## src/rtl/emulib_rammodel_pkg.sv

```systemverilog
// Shared constants for the emulated RAM-model request tracker.
//   ARB_FIXED / ARB_RR : arbitration mode encodings for the ARB_MODE parameter
//   ERR_*              : bit positions inside the sticky err vector
package emulib_rammodel_pkg;

    localparam int unsigned ARB_FIXED = 0;
    localparam int unsigned ARB_RR    = 1;

    localparam logic [1:0] ERR_WLAST  = 2'd0;
    localparam logic [1:0] ERR_BUNDER = 2'd1;
    localparam logic [1:0] ERR_RUNDER = 2'd2;

endpackage

```

## src/rtl/emulib_rammodel_len_fifo.sv

```systemverilog
// Small synchronous FIFO holding the AWLEN of each accepted write burst.
//   clk, rst          : clock, asynchronous active-high reset
//   push, push_data   : write one entry (ignored when full)
//   pop               : drop the head entry (ignored when empty)
//   full, empty, head : status and oldest entry
module emulib_rammodel_len_fifo #(
    parameter int unsigned WIDTH = 8,
    parameter int unsigned DEPTH = 8
) (
    input  logic             clk,
    input  logic             rst,
    input  logic             push,
    input  logic [WIDTH-1:0] push_data,
    input  logic             pop,
    output logic             full,
    output logic             empty,
    output logic [WIDTH-1:0] head
);

    localparam int unsigned PW = (DEPTH > 1) ? $clog2(DEPTH) : 1;
    localparam int unsigned CW = $clog2(DEPTH + 1);

    logic [WIDTH-1:0] mem [DEPTH];
    logic [PW-1:0]    wr_ptr;
    logic [PW-1:0]    rd_ptr;
    logic [CW-1:0]    count;
    logic             do_push;
    logic             do_pop;

    assign full    = (count == CW'(DEPTH));
    assign empty   = (count == '0);
    assign head    = mem[rd_ptr];
    assign do_push = push && !full;
    assign do_pop  = pop && !empty;

    // Storage needs no reset; only the pointers define validity.
    always_ff @(posedge clk) begin
        if (do_push) begin
            mem[wr_ptr] <= push_data;
        end
    end

    // Pointers wrap explicitly so DEPTH need not be a power of two.
    always_ff @(posedge clk or posedge rst) begin
        if (rst) begin
            wr_ptr <= '0;
            rd_ptr <= '0;
            count  <= '0;
        end else begin
            if (do_push) begin
                wr_ptr <= (wr_ptr == PW'(DEPTH - 1)) ? '0 : wr_ptr + PW'(1);
            end
            if (do_pop) begin
                rd_ptr <= (rd_ptr == PW'(DEPTH - 1)) ? '0 : rd_ptr + PW'(1);
            end
            case ({do_push, do_pop})
                2'b10:   count <= count + CW'(1);
                2'b01:   count <= count - CW'(1);
                default: count <= count;
            endcase
        end
    end

endmodule

```

## src/rtl/emulib_rammodel_tracker_dual.sv

```systemverilog
// AXI4 slave-side request tracker for the emulated RAM model.
// Merges AW/AR into one address-request stream, forwards W beats, limits
// outstanding reads and writes independently and flags protocol errors.
//   clk, rst                 : clock, asynchronous active-high reset
//   axi_aw* / axi_awready    : write address channel
//   axi_w*  / axi_wready     : write data channel
//   axi_ar* / axi_arready    : read address channel
//   axi_b*, axi_bready       : observed write response (always ready)
//   axi_r*, axi_rready       : observed read data (always ready)
//   areq_*                   : accepted address request (same cycle as handshake)
//   wreq_*                   : accepted W beat
//   w_if_cnt, r_if_cnt       : outstanding write / read transactions
//   err                      : sticky [0] WLAST mismatch, [1] B underflow, [2] R underflow
module emulib_rammodel_tracker_dual
    import emulib_rammodel_pkg::*;
#(
    parameter int unsigned ADDR_WIDTH     = 32,
    parameter int unsigned DATA_WIDTH     = 64,
    parameter int unsigned ID_WIDTH       = 4,
    parameter int unsigned MAX_W_INFLIGHT = 8,
    parameter int unsigned MAX_R_INFLIGHT = 8,
    parameter int unsigned ARB_MODE       = ARB_RR
) (
    input  logic                              clk,
    input  logic                              rst,
    input  logic                              axi_awvalid,
    input  logic [ID_WIDTH-1:0]               axi_awid,
    input  logic [ADDR_WIDTH-1:0]             axi_awaddr,
    input  logic [7:0]                        axi_awlen,
    input  logic [2:0]                        axi_awsize,
    input  logic [1:0]                        axi_awburst,
    output logic                              axi_awready,
    input  logic                              axi_wvalid,
    input  logic [DATA_WIDTH-1:0]             axi_wdata,
    input  logic [DATA_WIDTH/8-1:0]           axi_wstrb,
    input  logic                              axi_wlast,
    output logic                              axi_wready,
    input  logic                              axi_arvalid,
    input  logic [ID_WIDTH-1:0]               axi_arid,
    input  logic [ADDR_WIDTH-1:0]             axi_araddr,
    input  logic [7:0]                        axi_arlen,
    input  logic [2:0]                        axi_arsize,
    input  logic [1:0]                        axi_arburst,
    output logic                              axi_arready,
    input  logic                              axi_bvalid,
    input  logic [ID_WIDTH-1:0]               axi_bid,
    input  logic [1:0]                        axi_bresp,
    output logic                              axi_bready,
    input  logic                              axi_rvalid,
    input  logic [ID_WIDTH-1:0]               axi_rid,
    input  logic [DATA_WIDTH-1:0]             axi_rdata,
    input  logic [1:0]                        axi_rresp,
    input  logic                              axi_rlast,
    output logic                              axi_rready,
    output logic                              areq_valid,
    output logic                              areq_write,
    output logic [ID_WIDTH-1:0]               areq_id,
    output logic [ADDR_WIDTH-1:0]             areq_addr,
    output logic [7:0]                        areq_len,
    output logic [2:0]                        areq_size,
    output logic [1:0]                        areq_burst,
    output logic                              wreq_valid,
    output logic [DATA_WIDTH-1:0]             wreq_data,
    output logic [DATA_WIDTH/8-1:0]           wreq_strb,
    output logic                              wreq_last,
    output logic [$clog2(MAX_W_INFLIGHT):0]   w_if_cnt,
    output logic [$clog2(MAX_R_INFLIGHT):0]   r_if_cnt,
    output logic [2:0]                        err
);

    localparam int unsigned WCW = $clog2(MAX_W_INFLIGHT) + 1;
    localparam int unsigned RCW = $clog2(MAX_R_INFLIGHT) + 1;

    logic       rr_ar;
    logic       fifo_full;
    logic       fifo_empty;
    logic [7:0] fifo_head;
    logic       aw_req;
    logic       ar_req;
    logic       grant_aw;
    logic       grant_ar;
    logic [7:0] beat;
    logic       w_hs;
    logic       len_match;
    logic       burst_end;
    logic       w_dec;
    logic       r_dec;
    logic       b_under;
    logic       r_under;
    logic       unused_obs;

    assign unused_obs = ^{axi_bid, axi_bresp, axi_rid, axi_rdata, axi_rresp};

    assign axi_bready = 1'b1;
    assign axi_rready = 1'b1;

    // Eligibility uses registered counts only, so a same-cycle B/R cannot re-open a full side.
    assign aw_req = axi_awvalid && (w_if_cnt < WCW'(MAX_W_INFLIGHT)) && !fifo_full;
    assign ar_req = axi_arvalid && (r_if_cnt < RCW'(MAX_R_INFLIGHT));

    // Single grant per cycle; contention resolved by mode and RR pointer.
    always_comb begin
        grant_aw = 1'b0;
        grant_ar = 1'b0;
        if (aw_req && ar_req) begin
            if ((ARB_MODE == ARB_FIXED) || !rr_ar) begin
                grant_aw = 1'b1;
            end else begin
                grant_ar = 1'b1;
            end
        end else begin
            grant_aw = aw_req;
            grant_ar = ar_req;
        end
    end

    assign axi_awready = grant_aw;
    assign axi_arready = grant_ar;

    assign areq_valid = grant_aw || grant_ar;
    assign areq_write = grant_aw;
    assign areq_id    = grant_aw ? axi_awid    : axi_arid;
    assign areq_addr  = grant_aw ? axi_awaddr  : axi_araddr;
    assign areq_len   = grant_aw ? axi_awlen   : axi_arlen;
    assign areq_size  = grant_aw ? axi_awsize  : axi_arsize;
    assign areq_burst = grant_aw ? axi_awburst : axi_arburst;

    // W is accepted only against a burst already recorded in the len FIFO.
    assign axi_wready = !fifo_empty;
    assign w_hs       = axi_wvalid && axi_wready;
    assign wreq_valid = w_hs;
    assign wreq_data  = axi_wdata;
    assign wreq_strb  = axi_wstrb;
    assign wreq_last  = axi_wlast;

    assign len_match = (beat == fifo_head);
    assign burst_end = w_hs && (axi_wlast || len_match);

    emulib_rammodel_len_fifo #(
        .WIDTH (8),
        .DEPTH (MAX_W_INFLIGHT)
    ) u_len_fifo (
        .clk       (clk),
        .rst       (rst),
        .push      (grant_aw),
        .push_data (axi_awlen),
        .pop       (burst_end),
        .full      (fifo_full),
        .empty     (fifo_empty),
        .head      (fifo_head)
    );

    // A response with nothing outstanding is an underflow: flag it, keep the count at zero.
    assign b_under = axi_bvalid && (w_if_cnt == '0);
    assign r_under = axi_rvalid && axi_rlast && (r_if_cnt == '0);
    assign w_dec   = axi_bvalid && !b_under;
    assign r_dec   = axi_rvalid && axi_rlast && !r_under;

    // RR pointer points away from the side granted last.
    always_ff @(posedge clk or posedge rst) begin
        if (rst) begin
            rr_ar <= 1'b0;
        end else if (grant_aw) begin
            rr_ar <= 1'b1;
        end else if (grant_ar) begin
            rr_ar <= 1'b0;
        end
    end

    // Beat position within the current W burst.
    always_ff @(posedge clk or posedge rst) begin
        if (rst) begin
            beat <= '0;
        end else if (burst_end) begin
            beat <= '0;
        end else if (w_hs) begin
            beat <= beat + 8'd1;
        end
    end

    // In-flight counters.
    always_ff @(posedge clk or posedge rst) begin
        if (rst) begin
            w_if_cnt <= '0;
            r_if_cnt <= '0;
        end else begin
            case ({grant_aw, w_dec})
                2'b10:   w_if_cnt <= w_if_cnt + WCW'(1);
                2'b01:   w_if_cnt <= w_if_cnt - WCW'(1);
                default: w_if_cnt <= w_if_cnt;
            endcase
            case ({grant_ar, r_dec})
                2'b10:   r_if_cnt <= r_if_cnt + RCW'(1);
                2'b01:   r_if_cnt <= r_if_cnt - RCW'(1);
                default: r_if_cnt <= r_if_cnt;
            endcase
        end
    end

    // Sticky protocol error flags.
    always_ff @(posedge clk or posedge rst) begin
        if (rst) begin
            err <= '0;
        end else begin
            if (burst_end && (axi_wlast != len_match)) begin
                err[ERR_WLAST] <= 1'b1;
            end
            if (b_under) begin
                err[ERR_BUNDER] <= 1'b1;
            end
            if (r_under) begin
                err[ERR_RUNDER] <= 1'b1;
            end
        end
    end

endmodule

```

## config.mk

```make
export PLATFORM = sky130hd
export DESIGN_NAME = emulib_rammodel_tracker_dual
export DESIGN_NICKNAME = d
export VERILOG_FILES = /design/src/rtl/emulib_rammodel_pkg.sv /design/src/rtl/emulib_rammodel_len_fifo.sv /design/src/rtl/emulib_rammodel_tracker_dual.sv
export SDC_FILE = /design/constraint.sdc
export NUM_CORES = 1
export LEC_CHECK = 0
export BUFFER_PORTS_ARGS = -buffer_cell sky130_fd_sc_hd__buf_2
export CAP_MARGIN = 20
export CORE_AREA = 2 2 155 157
export DETAILED_ROUTE_END_ITERATION = 8
export DIE_AREA = 0 0 157 159
export SETUP_SLACK_MARGIN = 0.1
export SYNTH_ARGS = -nofsm -noshare
export SYNTH_HDL_FRONTEND = slang
export SYNTH_SLANG_ARGS = --single-unit
```

## constraint.sdc

```tcl
create_clock -name clk -period 5.9 [get_ports clk]
set_input_delay 0.59 -clock clk [delete_from_list [all_inputs] [get_ports clk]]
set_output_delay 0.59 -clock clk [all_outputs]
set_load 0.03 [all_outputs]
```

* Word-level counts from Yosys, hierarchy flattened
Memories as Yosys holds them, arrays and structs flattened. Index checks and enable logic that the tools add are counted.
Operators by class: eq/ne operators 11, shifts and indexed selects 0, divide/modulo/power cells 0, reductions and logical operators 28, multiplexer cells 20, add/subtract/negate cells 9, $mul 0, magnitude comparators 2, bitwise gates (word level) 0
Operator list (number):
- 32-bit two-way mux | 1
- 8-bit two-way mux | 3
- 4-bit one-hot mux with 2 select lines | 3
- 1-bit logical AND | 14
- 4-bit by 1-bit adder with 4-bit output (second input constant) | 3
- 4-bit logical NOT | 3
- 4-bit by 1-bit subtractor with 4-bit output (second input constant) | 3
- 2-bit nonzero test | 5
- 3-bit two-way mux | 3
- 8-bit by 1-bit adder with 8-bit output (second input constant) | 1
- 8-bit == test | 1
- 4-bit less-than comparator (second input constant) | 2
- 1-bit two-way mux | 8
- 3-bit by 1-bit adder with 3-bit output (second input constant) | 2
- 2-bit by 1-bit == test with 1-bit output (second input constant) | 3
- 2-bit == test (second input constant) | 3
- 3-bit == test (second input constant) | 2
- 4-bit == test (second input constant) | 1
- 1-bit logical NOT | 4
- 4-bit two-way mux | 1
- 1-bit logical OR | 2
- 2-bit two-way mux | 1
- 1-bit inequality test | 1
Word-level totals: flip-flop bits (word level) 30, ROM bits 0, bits in writable memories 64, memories 1, logic and storage cells 81, output and inout port bits 141, latch bits 0
Memory list:
- u_len_fifo.mem | depth 8, width 8, read ports 1, clocked after memory_dff 0, wr ports 1, line emulib_rammodel_len_fifo.sv:23 | logic [WIDTH-1:0] mem [DEPTH];

* Depth between registers and ports, before layout
Gate-level depths: netlist (run 1).
depth in word-level cells 8, gate-level depth with buffers 17, depth with buffers taken out 14

* Cells and area by module
A second synthesis (run 1) with hierarchy kept.
Second synthesis, totals: cell total of the unflattened synthesis 431, area total of the unflattened synthesis 5843.1 µm²
Modules (own cells, without submodules):
- emulib_rammodel_len_fifo | cells each 163, area an instance 3168.0 µm², sequential area each 2172.1 µm², instances 1
- emulib_rammodel_tracker_dual | cells each 268, area an instance 2675.1 µm², sequential area each 500.5 µm², instances 1

* Worst setup path before layout (run 1)
OpenSTA, ideal clock, no wires.
path type register -> register, start register u_len_fifo.rd_ptr[1], end register u_len_fifo.count[2], stages on the path, launching flop included 17, library setup time 0.125 ns, required time 5.775 ns, arrival time 3.308 ns, period minus slack after synthesis 3.434 ns, slack 2.466 ns, path buffers 2, path through dfrtp_1 buf_6 mux4_2 mux2i_1 xnor2_1 nor4_2 nand4_1 ha_1 clkbuf_1 nor2_1 ha_1 xor2_1 ha_1 a21oi_1 xor2_1 nor2_1 xor2_1
Between the ends: cells in the longest elaborated chain, start to end 7
RTL lines:
- start, declared | line emulib_rammodel_len_fifo.sv:25 | logic [PW-1:0] rd_ptr;
- start signal, assigned | line emulib_rammodel_len_fifo.sv:54 | rd_ptr <= (rd_ptr == PW'(DEPTH - 1)) ? '0 : rd_ptr + PW'(1);
- memory read 8 x 8 bit (*)
- 8-bit == test (*) | line emulib_rammodel_tracker_dual.sv:136 | assign len_match = (beat == fifo_head);
- 1-bit logical OR (*) | line emulib_rammodel_tracker_dual.sv:137 | assign burst_end = w_hs && (axi_wlast || len_match);
- 1-bit logical AND (*) | line emulib_rammodel_tracker_dual.sv:137
- 1-bit logical AND (*) | line emulib_rammodel_len_fifo.sv:34 | assign do_pop = pop && !empty;
- via u_len_fifo.do_pop | line emulib_rammodel_len_fifo.sv:28 | logic do_pop;
- 2-bit by 1-bit == test with 1-bit output or 2-bit == test (tied branches) | line emulib_rammodel_len_fifo.sv:56 | case ({do_push, do_pop})
- 4-bit one-hot mux with 2 select lines or 2-bit nonzero test (tied branches)
- end signal, assigned | line emulib_rammodel_len_fifo.sv:57 | 2'b10: count <= count + CW'(1);
- end signal, assigned | line emulib_rammodel_len_fifo.sv:58 | 2'b01: count <= count - CW'(1);
- end signal, assigned | line emulib_rammodel_len_fifo.sv:59 | default: count <= count;
- end, declared | line emulib_rammodel_len_fifo.sv:26 | logic [CW-1:0] count;
The timed path passes the listed nets; every way through them passes the cells marked *. A chain may end at the register's enable or synchronous reset.

* Worst setup path after layout (run 1)
Ends and elaborated chain as after synthesis.

==> results of run 1 <==
layout make-up:
type                       instances  area share
clock buffer                       9      0.0350
clock inverter                     7      0.0134
inverter                          12     0.00700
multi-input combinational        329       0.323
sequential                        94       0.416
tap                              319      0.0621
timing repair buffer             181       0.144
cell usage in the layout (no fill, tap or decap), drive strengths merged, types with 3 or more instances in the layout:
cell    synthesis  layout
nand4           3       3
xnor2          11      11
inv            12      16
nand2         178     178
nor3            5       5
a21o            8       8
or2             3       3
mux4           12      12
buf            84     181
mux2            4       4
o21ai           8       8
o31ai           4       4
a21oi           6       6
nor2           10      10
ha             15      15
nor2b           3       3
nor4            4       4
dfrtp          30      30
xor2            9       9
nand3b          5       5
nand3           7       7
edfxtp         64      64
clkbuf         10       9
mux2i          15      15
report_power, final:
part           internal (mW)  switching [mW]  leakage (nW)
combinational          0.521           0.829          1.84
clock                  0.339           0.277         0.156
sequential             0.827           0.172         0.942
stage by stage:
step,power (mW),std cells,hold slack (ns),setup WS [ns]
2_1_floorplan,2.08,529,0.476,2.47
3_3_place_gp,2.37,935,0.444,1.53
3_5_place_dp,2.39,935,0.439,1.50
4_1_cts,3.02,951,0.341,1.47
5_1_grt,3.19,951,0.382,1.15
6_report,2.97,951,0.331,1.57
kinds of logic after synthesis:
group,after synthesis,share of synthesized area
and+or+nand+nor,229,0.180
buffers and inverters,106,0.128
DFF,94,0.493
muxes,31,0.0886
AOI/OAI and AO/OA,30,0.0353
xor gates and xnor gates,20,0.0323
adders and majority gates,17,0.0420
other,1,0.000691
sequential cells by signal, indices dropped and copies added, names as in the netlist:
| name | flops |
|---|---|
| beat | 8 |
| err | 3 |
| r_if_cnt | 4 |
| rr_ar | 1 |
| u_len_fifo.count | 4 |
| u_len_fifo.mem | 64 |
| u_len_fifo.rd_ptr | 3 |
| u_len_fifo.wr_ptr | 3 |
| w_if_cnt | 4 |
worst max-delay path: stages, from the launching register on:
cell	delay, ns
dfrtp_1	0.79
mux4_1	0.66
mux2i_1	0.24
xnor2_1	0.11
nor4_2	0.30
nand4_1	0.18
ha_1	0.35
nor2_1	0.46
ha_1	0.33
xor2_1	0.09
ha_1	0.18
a21oi_1	0.14
xor2_1	0.15
nor2_1	0.06
xor2_1	0.14
worst max path at each step:
stage,to,slack (ns),depth (start not counted)
CTS,u_len_fifo.count[2],1.47,14
global placement,u_len_fifo.count[2],1.53,14
global route,u_len_fifo.count[3],1.15,12
floorplan,u_len_fifo.count[2],2.47,16
finish,u_len_fifo.count[2],1.57,14
detailed placement,u_len_fifo.count[2],1.50,14
per-layer routing:
layer  share of wire  vias up
li1                -     1914
met1            0.44     1843
met2            0.47      191
met3           0.084       11
met4           0.013        2
met5         0.00097        -
==> results by group, run 1 <==
Detailed routing
  • # DRC: 0
  • Wire per inst: roughly 14 um
  • Drt pass-1 iters: 4
  • Remaining antenna violation count: 0
  • Routed via count: between 3000 and 4000
  • Vias per cell: roughly 4.2
  • 1st-iter DRT viols: roughly 150
  • Post-Route WL: approximately 13 mm

Clock network
  • Resized Gates After CTS: 0
  • CTS tree: built
  • Sink Count: 94
  • Depth of the CTS H-tree: 3
  • CTS Hold Bufs: 0
  • Longest Clk Path Bufs: 2
  • Setup bufs post-CTS: 0
  • Worst-path clk slew: 0.07 ns
  • Clock latency on the worst-skew pair: roughly 0.35 ns
  • CTS Buf Count: 9
  • Root Buffer: clkbuf_16

Logic synthesis
  • Yosys cell types: 43
  • Seq/Total Area, Yosys: 0.493
  • Asr flop ratio synth: 0.319
  • Post-Syn Instances: between 500 and 600
  • Mapped Area: ~5400 um^2
  • Most frequent cell after synthesis: nand2_1
  • Avg Cell Area, Syn: between 10 and 15 um^2
  • Top cell type by total area after synthesis: edfxtp_1
  • Post-synth top flop: edfxtp_1
  • Yosys warns: 0
  • Post-synth EDFFs: between 60 and 70
  • Synth top area cells: edfxtp_1 (35%), dfrtp_1 (14%), nand2_1 (12%), buf_4 (11%), ha_1 (3.5%)
  • Most frequent cells after synthesis: nand2_1 (178), buf_4 (76), edfxtp_1 (64), dfrtp_1 (30)
  • Share of the synthesized area in the top cell type: 0.354
  • Yosys reg bits: 94

STA
  • RSZ-0062 raised after global routing: false
  • Max Freq: about 0.23 GHz
  • Final setup fails: 0
  • Setup TNS Final: 0 ns
  • Slew of the pin with the lowest slew margin: approximately 1 ns
  • Minimum clock period after layout: 4.33 ns
  • Clock skew after layout: roughly 0.0051 ns
  • Final Cycle Share: 0.734
  • Endpoints failing hold: 0
  • Pins Over Slew Limit: 0
  • Slew HR: 0.349

Finish
  • Finished Cell Area: 6430 um^2
  • Register Area: between 2000 and 3000 um^2
  • Final net count: 899
  • Area of the multi-input gates: about 2100 um^2
  • Share of cells above drive strength 1: 0.347
  • Fillcell total: between 2000 and 2500
  • Fin util: 0.277
  • N_diodes: 0
  • Syn-to-layout area delta: 18.5%

Power
  • Leakage power: 2.94 nW
  • PD cells: approximately 460 nW/um^2
  • Peak VDD IR: 0.161 mV

Global routing
  • Number of global-route vias before repair: between 3000 and 4000
  • Antenna violations before repair: 1
  • Largest net degree at the start of global routing: 60
  • Most Crowded Layer GR: met2
  • M3 GR Usage: 0.0392
  • Total gr overflow: 0
  • Met1 usage: 0.137
  • Met2 Resource Use GR: 0.176
  • First-pass GRT wire length: between 20 and 25 mm
  • GR Util All Layers: 0.109

Critical path
  • Worst path arrival time: 4.56 ns
  • Startpoint Class: flip-flop
  • Required time of the critical path: 6.13 ns
  • Register-to-Register Path Depth: 14
  • Critical path launch point: u_len_fifo.rd_ptr[1]
  • Reg2reg start: u_len_fifo.rd_ptr[1]
  • Kind of end point of the critical path: flip-flop
  • Crit Path Max Fanout: 16
  • R2R setup slack: between 1.5 and 2 ns
  • Worst setup path category: reg2reg
  • R2R Path End: u_len_fifo.count[2]

Die
  • Die area: 25000 um^2
  • Die W: 157 um
  • Starting Density: 0.234
  • Die height: 159 um
  • I/O pins: 396
  • Row cnt: 56
  • Core ar.: between 20000 and 25000 um^2

Outcome
  • Status: complete, no violations

Place
  • Post-place instance area: roughly 6100 um^2
  • GP Congestion: 0.825
  • Post-detailed-placement half-perimeter wirelength: 9.85 mm
  • Port Buffers: roughly 170

Run
  • Total of max-cap violations: 0

Worst hold path
  • HP Class: in2async
Power figures use the tool's default switching activity.
==> run 2: changes to the inputs <==
==> constraint.sdc (replaced) <==
create_clock -name clk -period 3.66 [get_ports clk]
set_input_delay 0.366 -clock clk [delete_from_list [all_inputs] [get_ports clk]]
set_output_delay 0.366 -clock clk [all_outputs]
set_load 0.03 [all_outputs]
==> run 2 against run 1 <==
Compared with the run above:
- total power increased by 61%
- non-clock buffer count increased by 15
- worst hold slack got worse by 0.21 ns
- critical path depth unchanged
- register-to-register slack got worse by 1.2 ns
- flip-flop and latch count unchanged
- combinational power increased by 71%
- clock power increased by 46%
- final cell count increased by 1.6%
- core utilization increased by 0.42 points
- critical endpoint unchanged
- highest routed layer is now met4
==> results by group, run 2 (same netlist as run 1, synthesis figures left out) <==
STA
  • Final setup fails: 0 (unchanged)
  • Slew of the pin with the lowest slew margin: 0.630 ns (-0.346 ns)
  • Slew HR: 0.580 (+0.231)
  • Setup TNS Final: 0 ns (unchanged)
  • RSZ-0062 raised after global routing: false
  • Endpoints failing hold: 0 (unchanged)
  • Clock skew after layout: 0.0129 ns (+0.00775 ns)
  • Minimum clock period after layout: 3.33 ns (-1.00 ns)
  • Final Cycle Share: 0.909 (+0.175)
  • Hold Slack: 0.117 ns (-0.214 ns)
  • Max Freq: 0.301 GHz (+30%)
  • Pins Over Slew Limit: 0 (unchanged)

Place
  • Cells after DPL: 950 (+1.6%)
  • Post-detailed-placement half-perimeter wirelength: 10.1 mm (+2.6%)
  • Port Buffers: 173 (unchanged)
  • Post-place instance area: 6230 um^2 (+1.8%)
  • GP Congestion: 0.815 (-1.2%)

Power
  • Pwr Total: 4.78 mW (+61%)
  • Leakage power: 2.99 nW (+1.7%)
  • Peak VDD IR: 0.216 mV (+34%)
  • PD cells: 733 nW/um^2 (+59%)

Critical path
  • Worst setup path category: reg2reg
  • Register-to-Register Path Depth: 14 (unchanged)
  • Crit Path Max Fanout: 6 (-10)
  • Required time of the critical path: 3.89 ns (-2.24 ns)
  • Startpoint Class: flip-flop
  • Kind of end point of the critical path: flip-flop
  • Worst path arrival time: 3.56 ns (-1.00 ns)

Clock network
  • Worst-path clk slew: 0.07 ns (about the same)
  • Root Buffer: clkbuf_16
  • Sink Count: 94 (unchanged)
  • Longest Clk Path Bufs: 2 (unchanged)
  • Depth of the CTS H-tree: 3 (unchanged)
  • CTS Buf Count: 9 (unchanged)
  • Setup bufs post-CTS: 0 (unchanged)
  • Clock latency on the worst-skew pair: 0.34 ns (about the same)
  • CTS tree: built

Die
  • Starting Density: 0.234 (unchanged)
  • Die height: 159 um (unchanged)
  • I/O pins: 396 (unchanged)
  • Core ar.: 23200 um^2 (unchanged)
  • Die W: 157 um (unchanged)
  • Die area: 25000 um^2 (unchanged)
  • Row cnt: 56 (unchanged)

Finish
  • Largest registers: u_len_fifo.mem: 64 flops, beat: 8 flops
  • Share of cells above drive strength 1: 0.369 (+0.0229)
  • Most common cell after layout, fill and taps aside: nand2_1
  • Finished Cell Area: 6530 um^2 (+1.5%)
  • N_diodes: 0 (unchanged)
  • Fillcell total: 2428 (-1.1%)
  • Max reg flops: 64 (unchanged)
  • Most frequent cells in the layout: nand2_1 (177), buf_2 (173), edfxtp_1 (64)
  • Syn-to-layout area delta: 20.3%
  • Non-Filler Instances: 966 (+1.6%)
  • Largest Register: u_len_fifo.mem
  • Final net count: 914 (+1.7%)

Detailed routing
  • Routed via count: 4014 (+1.3%)
  • Post-Route WL: 13.4 mm (+0.29%)
  • Remaining antenna violation count: 0 (unchanged)
  • Drt pass-1 iters: 4 (unchanged)
  • 1st-iter DRT viols: 226 (+53%)
  • Wire per inst: 13.9 um (-1.3%)
  • Vias per cell: 4.16 (-0.24%)
  • # DRC: 0 (unchanged)

Global routing
  • Total gr overflow: 0 (unchanged)
  • Number of global-route vias before repair: 3899 (+2.2%)
  • Antenna violations before repair: 0 (-1)
  • First-pass GRT wire length: 21.0 mm (+1.1%)
  • GR Util All Layers: 0.110 (+0.000250)
  • Largest net degree at the start of global routing: 58 (-3.3%)

Worst hold path
  • HP Class: in2async

Outcome
  • Status: complete, no violations

Run
  • Total of max-cap violations: 0 (unchanged)
## run 2: area by class of cell
cell class	instances	area, um^2	area share
flip-flops and latches	94	2680	0.410
multi-input cells	329	2080	0.318
repair buffers	196	1050	0.161
well taps	319	399	0.0611
clock buffers	10	229	0.0351
clock inverters	6	51.3	0.00786
inverters	12	45.0	0.00690
## run 2: where the power goes
| group | internal (mW) | leakage, nW | switching, mW |
|---|---|---|---|
| registers | 1.34 | 0.940 | 0.236 |
| clock network | 0.474 | 0.140 | 0.424 |
| logic | 0.912 | 1.91 | 1.40 |
## run 2: metrics by stage
stage | util | setup WS [ns]
2_1_floorplan | - | 0.226
3_3_place_gp | 0.269 | 0.0955
3_5_place_dp | 0.269 | 0.0726
4_1_cts | 0.281 | 0.134
5_1_grt | 0.282 | 0.125
6_report | 0.282 | 0.333
## run 2: repair_timing
item | CTS | global route
hold buffers | 0 | 0
pin swaps | 0 | 1
cloned | 0 | 0
endpoints found under the hold margin | 0 | 0
gates resized for setup | 1 | 8
setup endpoints to repair | 1 | 2
## run 2: final timing paths
check / from / endpoint / slack, ns
max: u_len_fifo.rd_ptr[1] / u_len_fifo.count[2] / 0.33
max reg2reg: u_len_fifo.rd_ptr[1] / u_len_fifo.count[2] / 0.33
min: rst / w_if_cnt[2] / 0.12
min reg2reg: err[2] / err[2] / 0.47
max in group asynchronous: rst / u_len_fifo.rd_ptr[1] / 3.20
min in group clk: axi_bvalid / err[1] / 0.25
## run 2: critical path, stage by stage (launching register included)
cell     delay (ns)
dfrtp_2        0.51
mux4_1         0.60
mux2i_2        0.21
xnor2_1        0.11
nor4_2         0.29
nand4_1        0.17
ha_1           0.25
nor2_2         0.14
ha_2           0.21
xor2_1         0.07
ha_1           0.20
a21oi_2        0.11
xor2_1         0.15
nor2_1         0.06
xor2_1         0.14
## run 2: per-layer routing
metal | global-route usage | wire length (um) | vias up
met5 | 0 | 0 | -
met2 | 0.175 | 6110 | 190
met4 | 0.0354 | 180 | 0
met1 | 0.139 | 6090 | 1879
met3 | 0.0376 | 1050 | 10
li1 | - | - | 1935
==> run 3: changes to the inputs <==
--- a/config.mk
+++ b/config.mk
@@ -5,11 +5,13 @@
 export SDC_FILE = /design/constraint.sdc
 export NUM_CORES = 1
 export LEC_CHECK = 0
+export ABC_AREA = 1
 export BUFFER_PORTS_ARGS = -buffer_cell sky130_fd_sc_hd__buf_2
 export CAP_MARGIN = 20
-export CORE_AREA = 2 2 155 157
+export CORE_ASPECT_RATIO = 2
+export CORE_MARGIN = 5
+export CORE_UTILIZATION = 25
 export DETAILED_ROUTE_END_ITERATION = 8
-export DIE_AREA = 0 0 157 159
 export SETUP_SLACK_MARGIN = 0.1
 export SYNTH_ARGS = -nofsm -noshare
 export SYNTH_HDL_FRONTEND = slang
==> run 3 against run 2 <==
Compared with the run above:
- register-to-register slack improved by 0.14 ns
- area after synthesis rose by 6.7%
- critical path depth is 4 higher
- clock power fell by 4.8%
- critical endpoint is now u_len_fifo.count[3]
- flip-flop and latch count did not move
==> results by group, run 3 <==
Outcome
  • Status: complete, no violations

Logic synthesis
  • Asr flop ratio synth: 0.319 (unchanged)
  • Most frequent cell after synthesis: nand2_1
  • Yosys reg bits: 94 (unchanged)
  • Top cell type by total area after synthesis: edfxtp_1
  • Most frequent cells after synthesis: nand2_1 (297), buf_4 (86), inv_1 (76), edfxtp_1 (64), nand3_1 (51)
  • Seq/Total Area, Yosys: 0.462 (-0.0311)
  • Share of the synthesized area in the top cell type: 0.332 (-0.0224)
  • Post-synth EDFFs: 64 (unchanged)
  • Avg Cell Area, Syn: 8.05 um^2 (-22%)
  • Yosys cell types: 34 (-21%)
  • Synth top area cells: edfxtp_1 (33%), nand2_1 (19%), dfrtp_1 (13%), buf_4 (11%), inv_1 (4.9%)
  • Post-Syn Instances: 719 (+36%)
  • Mapped Area: 5790 um^2 (+6.7%)
  • Post-synth top flop: edfxtp_1
  • Yosys warns: 0 (unchanged)

Clock network
  • Worst-path clk slew: 0.06 ns (about the same)
  • Clock latency on the worst-skew pair: 0.33 ns (about the same)
  • Sink Count: 94 (unchanged)
  • Setup bufs post-CTS: 0 (unchanged)
  • Depth of the CTS H-tree: 3 (unchanged)
  • CTS Buf Count: 9 (unchanged)
  • Resized Gates After CTS: 0 (-1)
  • CTS Hold Bufs: 0 (unchanged)
  • Longest Clk Path Bufs: 2 (unchanged)
  • Root Buffer: clkbuf_16
  • CTS tree: built

Critical path
  • Critical path launch point: u_len_fifo.rd_ptr[0]
  • Register-to-Register Path Depth: 18 (+4)
  • R2R Path End: u_len_fifo.count[3]
  • R2R setup slack: 0.47 ns (+0.14 ns)
  • Kind of end point of the critical path: flip-flop
  • Worst setup path category: reg2reg
  • Critical path capture point: u_len_fifo.count[3]
  • Reg2reg start: u_len_fifo.rd_ptr[0]
  • Crit Path Max Fanout: 34 (+28)
  • Required time of the critical path: 3.87 ns (-0.02 ns)
  • Worst path arrival time: 3.40 ns (-0.16 ns)
  • Startpoint Class: flip-flop

STA
  • Setup TNS Final: 0 ns (unchanged)
  • Max Freq: 0.313 GHz (+4.3%)
  • RSZ-0062 raised after global routing: false
  • Final setup fails: 0 (unchanged)
  • Pins Over Slew Limit: 0 (unchanged)
  • Slew HR: 0.415 (-0.165)
  • Clock skew after layout: 0.00524 ns (-0.00761 ns)
  • Endpoints failing hold: 0 (unchanged)
  • Slew of the pin with the lowest slew margin: 0.874 ns (+0.244 ns)
  • Minimum clock period after layout: 3.19 ns (-0.136 ns)
  • Final Cycle Share: 0.872 (-0.0372)

Detailed routing
  • Vias per cell: 4.20 (+1.0%)
  • Drt pass-1 iters: 7 (+3)
  • Post-Route WL: 14.1 mm (+5.1%)
  • Routed via count: 4635 (+15%)
  • Wire per inst: 12.8 um (-8.0%)
  • # DRC: 0 (unchanged)
  • Remaining antenna violation count: 0 (unchanged)
  • 1st-iter DRT viols: 237 (+4.9%)

Finish
  • Fillcell total: 2432 (+0.16%)
  • Syn-to-layout area delta: 14.8%
  • Most common cell after layout, fill and taps aside: nand2_1
  • Most frequent cells in the layout: nand2_1 (297), buf_2 (173), inv_1 (76)
  • Largest Register: u_len_fifo.mem
  • Largest registers: u_len_fifo.mem: 64 flops, beat: 8 flops
  • Final net count: 1091 (+19%)
  • N_diodes: 0 (unchanged)
  • Share of cells above drive strength 1: 0.260 (-0.110)
  • Fin util: 0.292 (+0.0108)
  • Max reg flops: 64 (unchanged)

Die
  • Core ar.: 22700 um^2 (-2.0%)
  • I/O pins: 396 (unchanged)
  • Die area: 26500 um^2 (+6.1%)
  • Die W: 118 um (-25%)
  • Starting Density: 0.255 (+0.0207)
  • Row cnt: 78 (+39%)
  • Die height: 225 um (+42%)

Global routing
  • First-pass GRT wire length: 22.1 mm (+5.1%)
  • Total gr overflow: 0 (unchanged)
  • Number of global-route vias before repair: 4568 (+17%)
  • Largest net degree at the start of global routing: 56 (-3.4%)
  • GR Util All Layers: 0.103 (-0.00685)
  • Antenna violations before repair: 0 (unchanged)

Run
  • Total of max-cap violations: 0 (unchanged)

Place
  • GP Congestion: 0.779 (-4.5%)
  • Port Buffers: 173 (unchanged)
  • Post-detailed-placement half-perimeter wirelength: 11.2 mm (+11%)

Power
  • PD cells: 726 nW/um^2 (-0.95%)
  • Peak VDD IR: 0.389 mV (+80%)
  • Leakage power: 3.40 nW (+14%)

Worst hold path
  • HP Class: in2async
run 3: cell count changes in the layout (fill, tap and decap cells not counted), moves of 10 or more:
cell	change
nand3_1	+44
mux2i_1	-12
nor2_1	+15
nand2_1	+120
inv_1	+65
buf_4	-10
run 3: kinds of logic after synthesis:
group | count (synthesis) | synth area share
AND/OR/NAND/NOR | 385 | 0.270
buffers and inverters | 180 | 0.181
flip-flops | 94 | 0.462
AO/OA/AOI/OAI | 30 | 0.0296
adder cells (fa/ha/maj) | 17 | 0.0393
XOR/XNOR | 11 | 0.0166
other | 1 | 0.000648
multiplexers | 1 | 0.00194
run 3: stage by stage:
| step | cell area [um^2] | hold slack [ns] | cells | setup slack, ns | total power [mW] |
|---|---|---|---|---|---|
| after global placement | 6370 | 0.438 | 1088 | 0.489 | 3.99 |
| after CTS | 6650 | 0.122 | 1104 | 0.410 | 4.90 |
| final | 6650 | 0.113 | 1104 | 0.469 | 4.83 |
| after detailed placement | 6370 | 0.445 | 1088 | 0.423 | 4.04 |
| after global routing | 6650 | 0.161 | 1104 | 0.289 | 5.22 |
| after floorplan | 5790 | 0.457 | 720 | 0.930 | 3.54 |
run 3: worst min-delay path by stage:
stage                 from                  end  slack [ns]  depth (start not counted)
CTS                    rst  u_len_fifo.count[0]        0.12                          3
finish                 rst  u_len_fifo.count[3]        0.11                          3
floorplan              rst              beat[0]        0.46                          1
global placement    err[0]               err[0]        0.44                          1
detailed placement  err[1]               err[1]        0.45                          1
global route           rst  u_len_fifo.count[3]        0.16                          3
run 3: final cells by class:
cell class / instances / area [um^2] / area share
Sequential cell: 94 / 2670 / 0.402
Multi-Input combinational cell: 446 / 2080 / 0.312
Timing Repair Buffer: 185 / 956 / 0.144
Tap cell: 280 / 350 / 0.0527
Inverter: 83 / 320 / 0.0482
Clock buffer: 14 / 264 / 0.0397
Clock inverter: 2 / 8.76 / 0.00132
run 3: power breakdown:
group | internal (mW) | leakage, nW | total [mW] | switching (mW)
combinational | 0.776 | 2.32 | 2.49 | 1.71
sequential | 1.33 | 0.944 | 1.48 | 0.149
clock | 0.495 | 0.134 | 0.855 | 0.360
total | 2.60 | 3.40 | 4.83 | 2.22
run 3: routing by layer:
| metal | GRT usage | routed length [um] | vias to the layer above |
|---|---|---|---|
| met1 | 0.0962 | 4870 | 2088 |
| met2 | 0.208 | 8120 | 155 |
| met3 | 0.0163 | 725 | 28 |
| met4 | 0.0533 | 402 | 0 |
| met5 | 0 | 0 | - |
| li1 | - | - | 2364 |
run 3: worst max-delay path: stages (launching register included):
cell and delay (ns):
dfrtp_1 0.39, buf_4 0.37, nand2_1 0.10, nand3_1 0.10, nand3_1 0.15, nand2_1 0.10
nand2_1 0.05, nand2_1 0.07, nand2_1 0.05, nor2_1 0.18, nand2_1 0.08, ha_1 0.25
nor2_2 0.15, ha_1 0.24, xor2_1 0.24, nand3_1 0.12, a21oi_1 0.15, o21ai_0 0.12
xor2_1 0.15
